### config.mk
export PLATFORM = sky130hd
export DESIGN_NAME = uart_stream_rx
export DESIGN_NICKNAME = d
export VERILOG_FILES = /design/src/rtl/uart_defs_pkg.sv /design/src/rtl/uart_rx_sync.sv /design/src/rtl/uart_stream_rx.sv
export SDC_FILE = /design/constraint.sdc
export NUM_CORES = 1
export LEC_CHECK = 0
export BUFFER_PORTS_ARGS = -buffer_cell sky130_fd_sc_hd__buf_2
export CORE_MARGIN = 8
export CORE_UTILIZATION = 38
export CTS_BUF_LIST = sky130_fd_sc_hd__clkbuf_16
export DETAILED_ROUTE_END_ITERATION = 8
export SLEW_MARGIN = 15
export SYNTH_ARGS = -nofsm -noshare
export SYNTH_HDL_FRONTEND = slang
export SYNTH_SLANG_ARGS = --single-unit
### constraint.sdc
create_clock -name i_clk -period 2.2 [get_ports i_clk]
set_input_delay 0.22 -clock i_clk [delete_from_list [all_inputs] [get_ports i_clk]]
set_output_delay 0.22 -clock i_clk [all_outputs]
set_load 0.02 [all_outputs]
### src/rtl/uart_defs_pkg.sv
`default_nettype none
// ============================================================================
// Module      : uart_defs
// Description : Shared UART definitions: RX FSM state encodings and the
//               clocks-per-bit rounding helper used by both RX and TX sides.
// Revision    : 1.0 - initial release
// ============================================================================
package uart_defs;

    localparam logic [2:0] ST_IDLE      = 3'd0;
    localparam logic [2:0] ST_START     = 3'd1;
    localparam logic [2:0] ST_DATA      = 3'd2;
    localparam logic [2:0] ST_STOP      = 3'd3;
    localparam logic [2:0] ST_WAIT_HIGH = 3'd4;

    // Clocks per bit, rounded to nearest.
    function automatic int calc_divisor(input int clk_hz, input int baud);
        return (clk_hz + baud / 2) / baud;
    endfunction

endpackage
`default_nettype wire

### src/rtl/uart_rx_sync.sv
`default_nettype none
// ============================================================================
// Module      : uart_rx_sync
// Description : Two-flop synchronizer with a parameterized reset value.
// Revision    : 1.0 - initial release
// ============================================================================
module uart_rx_sync #(
    parameter logic RESET_VALUE = 1'b1
) (
    input  logic i_clk,
    input  logic i_rst,
    input  logic i_d,
    output logic o_q
);

    logic r_meta;
    logic r_sync;

    always_ff @(posedge i_clk) begin
        if (i_rst) begin
            r_meta <= RESET_VALUE;
            r_sync <= RESET_VALUE;
        end else begin
            r_meta <= i_d;
            r_sync <= r_meta;
        end
    end

    assign o_q = r_sync;

endmodule
`default_nettype wire

### src/rtl/uart_stream_rx.sv
`default_nettype none
// ============================================================================
// Module      : uart_stream_rx
// Description : 8N1 UART receiver presenting bytes on a one-entry valid/ready
//               output register, with frame-error and overrun pulses.
// Revision    : 1.0 - initial release
// ============================================================================
module uart_stream_rx
    import uart_defs::*;
#(
    parameter int         CLK_FREQ_HZ = 16000000,
    parameter int         BAUD_RATE   = 57600,
    parameter logic [7:0] LAST_BYTE   = 8'h0A
) (
    input  logic       i_clk,
    input  logic       i_rst,
    input  logic       i_uart_rx,
    output logic [7:0] o_tdata,
    output logic       o_tlast,
    output logic       o_tvalid,
    input  logic       i_tready,
    output logic       o_frame_err,
    output logic       o_overrun
);

    localparam int DIVISOR = calc_divisor(CLK_FREQ_HZ, BAUD_RATE);
    localparam int TMR_W   = $clog2(DIVISOR);

    localparam logic [TMR_W-1:0] c_HALF_BIT = TMR_W'(DIVISOR / 2 - 1);
    localparam logic [TMR_W-1:0] c_FULL_BIT = TMR_W'(DIVISOR - 1);

    if (DIVISOR < 4) begin : g_divisor_check
        $error("uart_stream_rx: DIVISOR must be at least 4");
    end

    logic             w_rx_s;
    logic             w_tick;
    logic             w_byte_done;
    logic             w_stop_bad;
    logic [2:0]       r_state;
    logic [TMR_W-1:0] r_timer;
    logic [2:0]       r_bit_idx;
    logic [7:0]       r_shift;
    logic [7:0]       r_tdata;
    logic             r_tlast;
    logic             r_tvalid;
    logic             r_frame_err;
    logic             r_overrun;

    uart_rx_sync #(
        .RESET_VALUE (1'b1)
    ) u_sync (
        .i_clk (i_clk),
        .i_rst (i_rst),
        .i_d   (i_uart_rx),
        .o_q   (w_rx_s)
    );

    assign w_tick      = (r_timer == '0);
    assign w_byte_done = (r_state == ST_STOP) && w_tick && w_rx_s;
    assign w_stop_bad  = (r_state == ST_STOP) && w_tick && !w_rx_s;

    always_ff @(posedge i_clk) begin
        if (i_rst) begin
            r_state   <= ST_IDLE;
            r_timer   <= '0;
            r_bit_idx <= '0;
            r_shift   <= '0;
        end else begin
            case (r_state)
                ST_IDLE: begin
                    if (!w_rx_s) begin
                        r_timer <= c_HALF_BIT;
                        r_state <= ST_START;
                    end
                end
                ST_START: begin
                    if (!w_tick) begin
                        r_timer <= r_timer - 1'b1;
                    end else if (w_rx_s) begin
                        r_state <= ST_IDLE;
                    end else begin
                        r_timer   <= c_FULL_BIT;
                        r_bit_idx <= '0;
                        r_state   <= ST_DATA;
                    end
                end
                ST_DATA: begin
                    if (!w_tick) begin
                        r_timer <= r_timer - 1'b1;
                    end else begin
                        r_shift   <= {w_rx_s, r_shift[7:1]};
                        r_timer   <= c_FULL_BIT;
                        r_bit_idx <= r_bit_idx + 3'd1;
                        if (r_bit_idx == 3'd7) begin
                            r_state <= ST_STOP;
                        end
                    end
                end
                ST_STOP: begin
                    if (!w_tick) begin
                        r_timer <= r_timer - 1'b1;
                    end else if (w_rx_s) begin
                        r_state <= ST_IDLE;
                    end else begin
                        r_state <= ST_WAIT_HIGH;
                    end
                end
                ST_WAIT_HIGH: begin
                    if (w_rx_s) begin
                        r_state <= ST_IDLE;
                    end
                end
                default: r_state <= ST_IDLE;
            endcase
        end
    end

    // A completed byte is accepted only if the slot is empty or being drained.
    always_ff @(posedge i_clk) begin
        if (i_rst) begin
            r_tdata     <= '0;
            r_tlast     <= 1'b0;
            r_tvalid    <= 1'b0;
            r_frame_err <= 1'b0;
            r_overrun   <= 1'b0;
        end else begin
            r_frame_err <= w_stop_bad;
            r_overrun   <= 1'b0;
            if (w_byte_done) begin
                if (!r_tvalid || i_tready) begin
                    r_tdata  <= r_shift;
                    r_tlast  <= (r_shift == LAST_BYTE);
                    r_tvalid <= 1'b1;
                end else begin
                    r_overrun <= 1'b1;
                end
            end else if (r_tvalid && i_tready) begin
                r_tvalid <= 1'b0;
            end
        end
    end

    assign o_tdata     = r_tdata;
    assign o_tlast     = r_tlast;
    assign o_tvalid    = r_tvalid;
    assign o_frame_err = r_frame_err;
    assign o_overrun   = r_overrun;

endmodule
`default_nettype wire

==> impl_metrics.py, run 1 <==
metrics = {
    "run_status": {
        "status": "finished clean",
    },
    "global_routing": {
        "grt_util_all_layers": 0.108,
        "gr-total-overflow": 0,
        "antenna_found_initial": 0,
        "first_global_vias": 1413,
        "grt_pass1_wl_microns": 6490,
        "grt_max_degree": 32,
    },
    "power": {
        "p_per_area_mw_per_mm2": 1090,
        "p_seq_frac": 0.362,
        "p_switching_uw": 789,
        "switching_share": 0.354,
        "ir_worst_vdd_mv": 0.426,
        "p_comb_frac": 0.336,
        "p_int_mw": 1.44,
        "leakage_nw": 0.848,
        "clkPwrFrac": 0.301,
    },
    "yosys": {
        "synth-main-ff-cell": "dfxtp_1",
        "yosysSeqAreaShare": 0.420,
        "synth_edf_count": 0,
        "syn_area_sq_mm": 0.00176,
        "syn_area_per_cell_sq_um": 9.33,
        "syn_inst": 189,
        "async_flop_share": 0,
        "yosysWarnings": 0,
        "yosysUniqueCellTypes": 48,
        "ys_ff_latch": 37,
        "syn_nets": 197,
    },
    "sta": {
        "timing.setup.tns_ns": 0,
        "slew-limit-headroom": 0.590,
        "fin_skew_ns": 0.00415,
        "hold_ws_ns": 0.131,
        "worstMarginPinSlew_ns": 0.614,
        "max_freq_mhz": 495,
        "rsz0062_at_grt": "false",
        "setup_viol": 0,
        "fin_crit_ns": 2.02,
        "worst_slack_ns": 0.178,
        "finalHoldViolations": 0,
        "slew_violations": 0,
        "period_share": 0.919,
    },
    "clock_tree": {
        "clock_sinks": 37,
        "cts_setup_buffers": 0,
        "h-tree-depth": 2,
        "cts_resized": 1,
        "cts_tree": "yes",
        "cts_made_buffers": 5,
        "clk_pin_slew_worst_paths_ns": 0.05,
        "postCtsHoldBufs": 0,
        "cts_buffer_depth": 2,
        "cts-root-buf": "clkbuf_16",
        "clkLatencyLatePin_ns": 0.27,
    },
    "finish": {
        "seqCellArea_sq_um": 741,
        "most-common-layout-cells": "dfxtp_1, nor2_1, mux2i_1",
        "n_fill_cell": 420,
        "syn_to_final_growth_pct": 15.7,
        "nets": 214,
        "fin_area_sq_mm": 0.00204,
        "layout-drive-gt1-share": 0.217,
        "final_common_cell": "dfxtp_1",
        "multi_input_area_sq_um": 958,
        "diodes": 0,
    },
    "routing": {
        "drt_iter0_drc": 96,
        "drt-total-wl_microns": 3660,
        "routedWlPerCell_microns": 14.1,
        "via_per_inst": 5.43,
        "first_pass_iters": 4,
        "vias": 1406,
        "drc": 0,
        "ant_nets": 0,
    },
    "worst_setup_path": {
        "rr_worst_depth": 7,
        "cp_data_required_time_ns": 2.34,
        "r2r-start": "r_timer[1]",
        "regToRegSetupSlack_ns": 0.18,
        "start_kind": "flip-flop",
        "crit_arrival_ns": 2.16,
        "reg2reg_to": "r_bit_idx[2]",
        "end_kind": "flip-flop",
        "crit_type": "reg -> reg",
        "worstPathMaxFanout": 6,
    },
    "place": {
        "dp_hpwl_microns": 2610,
        "io_buffers": 15,
        "postPlaceCellArea_sq_mm": 0.00189,
        "gp_congestion": 0.863,
        "place_ws_ns": 0.00559,
    },
    "min_path": {
        "whs_endpoint": "u_sync.r_meta",
        "hp-start": "i_uart_rx",
        "hp-class": "in -> reg",
        "hold_depth": 2,
    },
    "die": {
        "io_pins": 16,
        "core_area_sq_mm": 0.00441,
        "die_w_microns": 84.1,
        "rows": 24,
        "die_y_microns": 84.1,
        "start_util": 0.400,
        "dieArea_sq_mm": 0.00708,
    },
    "flow_run": {
        "cap_viol_max_count": 0,
    },
}
[state kept, by name (all words and copies together) (netlist names)]
name and flops:
u_sync.r_meta 1, o_frame_err 1, r_shift 8, o_overrun 1, r_timer 9, r_bit_idx 3
r_state 3, o_tlast 1, u_sync.o_q 1, o_tdata 8, o_tvalid 1
[worst max path at each step]
stage | start | end | slack [ns]
global placement | r_timer[0] | r_bit_idx[2] | 0.05
global route | r_timer[1] | r_shift[3] | 0.02
floorplan | r_timer[1] | r_shift[1] | 0.32
finish | r_timer[1] | r_bit_idx[2] | 0.18
detailed placement | r_timer[1] | r_bit_idx[2] | 0.006
CTS | r_timer[1] | r_bit_idx[2] | 0.17
[power groups by stage]
stage	combinational [mW]	clock, mW	sequential, mW
floorplan	0.633	0	0.797
global placement	0.748	0	0.820
detailed placement	0.742	0	0.820
CTS	0.752	0.696	0.809
global route	0.840	0.721	0.819
finish	0.750	0.673	0.809
[synthesized netlist by cell type (4+ instances only)]
cell | count | area [sq um]
a21oi_1 | 8 | 40.0
clkbuf_1 | 6 | 22.5
dfxtp_1 | 37 | 741
ha_1 | 4 | 50.1
inv_1 | 6 | 22.5
mux2i_1 | 17 | 170
nand2_1 | 7 | 26.3
nor2_1 | 32 | 120
nor3_1 | 5 | 25.0
o21ai_1 | 6 | 30.0
[per-layer routing]
layer / share of wire / track usage / up-vias
li1: - / - / 708
met3: 0.047 / 0.0290 / 5
met1: 0.49 / 0.138 / 663
met2: 0.46 / 0.170 / 30
met4: 0.010 / 0.0392 / 0
met5: 0 / 0 / -
[critical path, cell delays in order, from the launching register on]
cell	delay, ns
dfxtp_1	0.33
inv_1	0.11
ha_1	0.18
nor4b_2	0.28
nand2_1	0.23
or3_1	0.48
a22oi_1	0.21
nor2_1	0.06
[per-stage QoR]
step | cells | power [mW] | util
3_5_place_dp | 251 | 1.56 | 0.429
4_1_cts | 259 | 2.26 | 0.463
2_1_floorplan | 189 | 1.43 | -
5_1_grt | 259 | 2.38 | 0.463
6_report | 259 | 2.23 | 0.463
3_3_place_gp | 251 | 1.57 | 0.429
[layout make-up]
type	count	share of cell area
Inverter	6	0.0110
Multi-Input combinational cell	136	0.469
Sequential cell	37	0.363
Timing Repair Buffer	20	0.0551
Clock buffer	5	0.0613
Clock inverter	3	0.00858
Tap cell	52	0.0319
[cells by family after synthesis]
family,share of synthesized area
and+or+nand+nor,0.206
xor gates and xnor gates,0.0149
buffers and inverters,0.0404
AOI/OAI and AO/OA,0.187
DFF,0.420
muxes,0.103
adders and majority gates,0.0284
Note: power is estimated with default switching activity, not from simulation.
==> run 2, diff against run 1 <==
- BUFFER_PORTS_ARGS: -buffer_cell sky130_fd_sc_hd__buf_2 -> default
- DONT_BUFFER_PORTS: default -> 1
- HOLD_SLACK_MARGIN: default -> 0.06
- RECOVER_POWER: default -> 25
==> impl_metrics.py, run 2 (synthesis gave the netlist of run 1 again) <==
metrics = {
    "routing": {
        "drc": 0,
        "routedWlPerCell_microns": 16.1,
        "ant_nets": 0,
        "drt_iter0_drc": 125,
        "vias": 1399,
        "first_pass_iters": 4,
        "drt-total-wl_microns": 3970,
        "via_per_inst": 5.66,
    },
    "worst_setup_path": {
        "worstPathMaxFanout": 6,
        "crit_arrival_ns": 2.25,
        "cp_slowest_stage_delay_ns": 0.48,
        "crit_type": "reg -> reg",
        "start_kind": "flip-flop",
        "cp_data_required_time_ns": 2.36,
        "worstPathCellList": "inv_1 > ha_1 > nor4b_2 > buf_4 > nand2_1 > or3_1 > a22oi_1 > nor2_1",
        "crit_slowest_cell": "or3_1",
        "end_kind": "flip-flop",
    },
    "die": {
        "rows": 24,
        "die_y_microns": 84.1,
        "die_w_microns": 84.1,
        "dieArea_sq_mm": 0.00708,
        "core_area_sq_mm": 0.00441,
        "start_util": 0.400,
        "io_pins": 16,
    },
    "sta": {
        "fin_skew_ns": 0.00386,
        "worstMarginPinSlew_ns": 0.588,
        "setup_viol": 0,
        "period_share": 0.949,
        "worst_slack_ns": 0.113,
        "slew-limit-headroom": 0.607,
        "slew_violations": 0,
        "finalHoldViolations": 0,
        "max_freq_mhz": 479,
        "rsz0062_at_grt": "false",
        "timing.setup.tns_ns": 0,
        "fin_crit_ns": 2.09,
    },
    "finish": {
        "finish.utilization": 0.459,
        "nets": 202,
        "layout-drive-gt1-share": 0.159,
        "final_common_cell": "dfxtp_1",
        "n_fill_cell": 429,
        "regMostFlops": "r_timer",
        "most-common-layout-cells": "dfxtp_1, nor2_1, mux2i_1",
        "diodes": 0,
        "largest_reg_flops": 9,
        "stdcell_count": 247,
        "syn_to_final_growth_pct": 15.0,
    },
    "power": {
        "p_per_area_mw_per_mm2": 1210,
        "leakage_nw": 0.802,
        "ir_worst_vdd_mv": 0.558,
    },
    "clock_tree": {
        "cts_setup_buffers": 0,
        "cts_made_buffers": 5,
        "clkLatencyLatePin_ns": 0.27,
        "cts-root-buf": "clkbuf_16",
        "h-tree-depth": 2,
        "clock_sinks": 37,
        "cts_buffer_depth": 2,
        "clk_pin_slew_worst_paths_ns": 0.05,
        "cts_tree": "yes",
    },
    "flow_run": {
        "cap_viol_max_count": 0,
    },
    "global_routing": {
        "first_global_vias": 1387,
        "gr-total-overflow": 0,
        "grt_max_degree": 36,
        "grt_util_all_layers": 0.112,
        "antenna_found_initial": 0,
        "grt_pass1_wl_microns": 6640,
    },
    "place": {
        "gp_congestion": 0.853,
        "place_ws_ns": 0.112,
        "dp_hpwl_microns": 2790,
        "io_buffers": 0,
        "placedCellCount": 237,
    },
    "run_status": {
        "status": "finished clean",
    },
    "min_path": {
        "hp-class": "in -> reg",
    },
}
[run 2: layout make-up]
cell class                      instances  area [sq um]  share of cell area
Clock buffer                            5           125              0.0617
Timing Repair Buffer                    8          75.1              0.0370
Multi-Input combinational cell        136           962               0.474
Clock inverter                          3          37.5              0.0185
Inverter                                6          22.5              0.0111
Sequential cell                        37           741               0.365
Tap cell                               52          65.1              0.0321
[run 2: through the flow]
stage	total power, mW	area, sq um	hold WS, ns
after global routing	2.58	2030	0.197
after global placement	1.59	1830	0.290
after CTS	2.42	2020	0.166
after detailed placement	1.62	1830	0.294
final	2.45	2030	0.162
after floorplan	1.43	1760	0.324
[run 2: worst paths after layout]
kind	slack, ns	start	cells past startpoint	end
max reg2reg	0.11	r_timer[0]	8	r_bit_idx[2]
max	0.11	r_timer[0]	8	r_bit_idx[2]
min reg2reg	0.41	u_sync.r_meta	1	u_sync.o_q
min	0.16	i_rst	2	r_timer[6]
[run 2: worst max-delay path, delay by kind of cell (launching register included)]
kind	cells	cell delay [ns]
flip-flops	1	0.36
buffers and inverters	2	0.28
AND/OR/NAND/NOR	4	0.91
adder cells (fa/ha/maj)	1	0.20
AO/OA/AOI/OAI	1	0.22
[run 2: timing repair]
action,4_1_cts,5_1_grt
endpoints found under the setup margin,0,9
gates resized for setup,0,2
hold buffers,2,0
endpoints found under the hold margin,35,0
[run 2: report_power, final]
group	total [mW]	leakage [nW]	internal [mW]	switching (mW)
clock	0.775	0.0826	0.526	0.250
sequential	0.816	0.300	0.732	0.0838
combinational	0.857	0.419	0.364	0.493
[run 2: per-layer routing]
| layer | routed length (microns) | global-route usage |
|---|---|---|
| met2 | 1880 | 0.180 |
| met4 | 34 | 0.0314 |
| met3 | 283 | 0.0386 |
| met1 | 1770 | 0.137 |
| met5 | 0 | 0 |
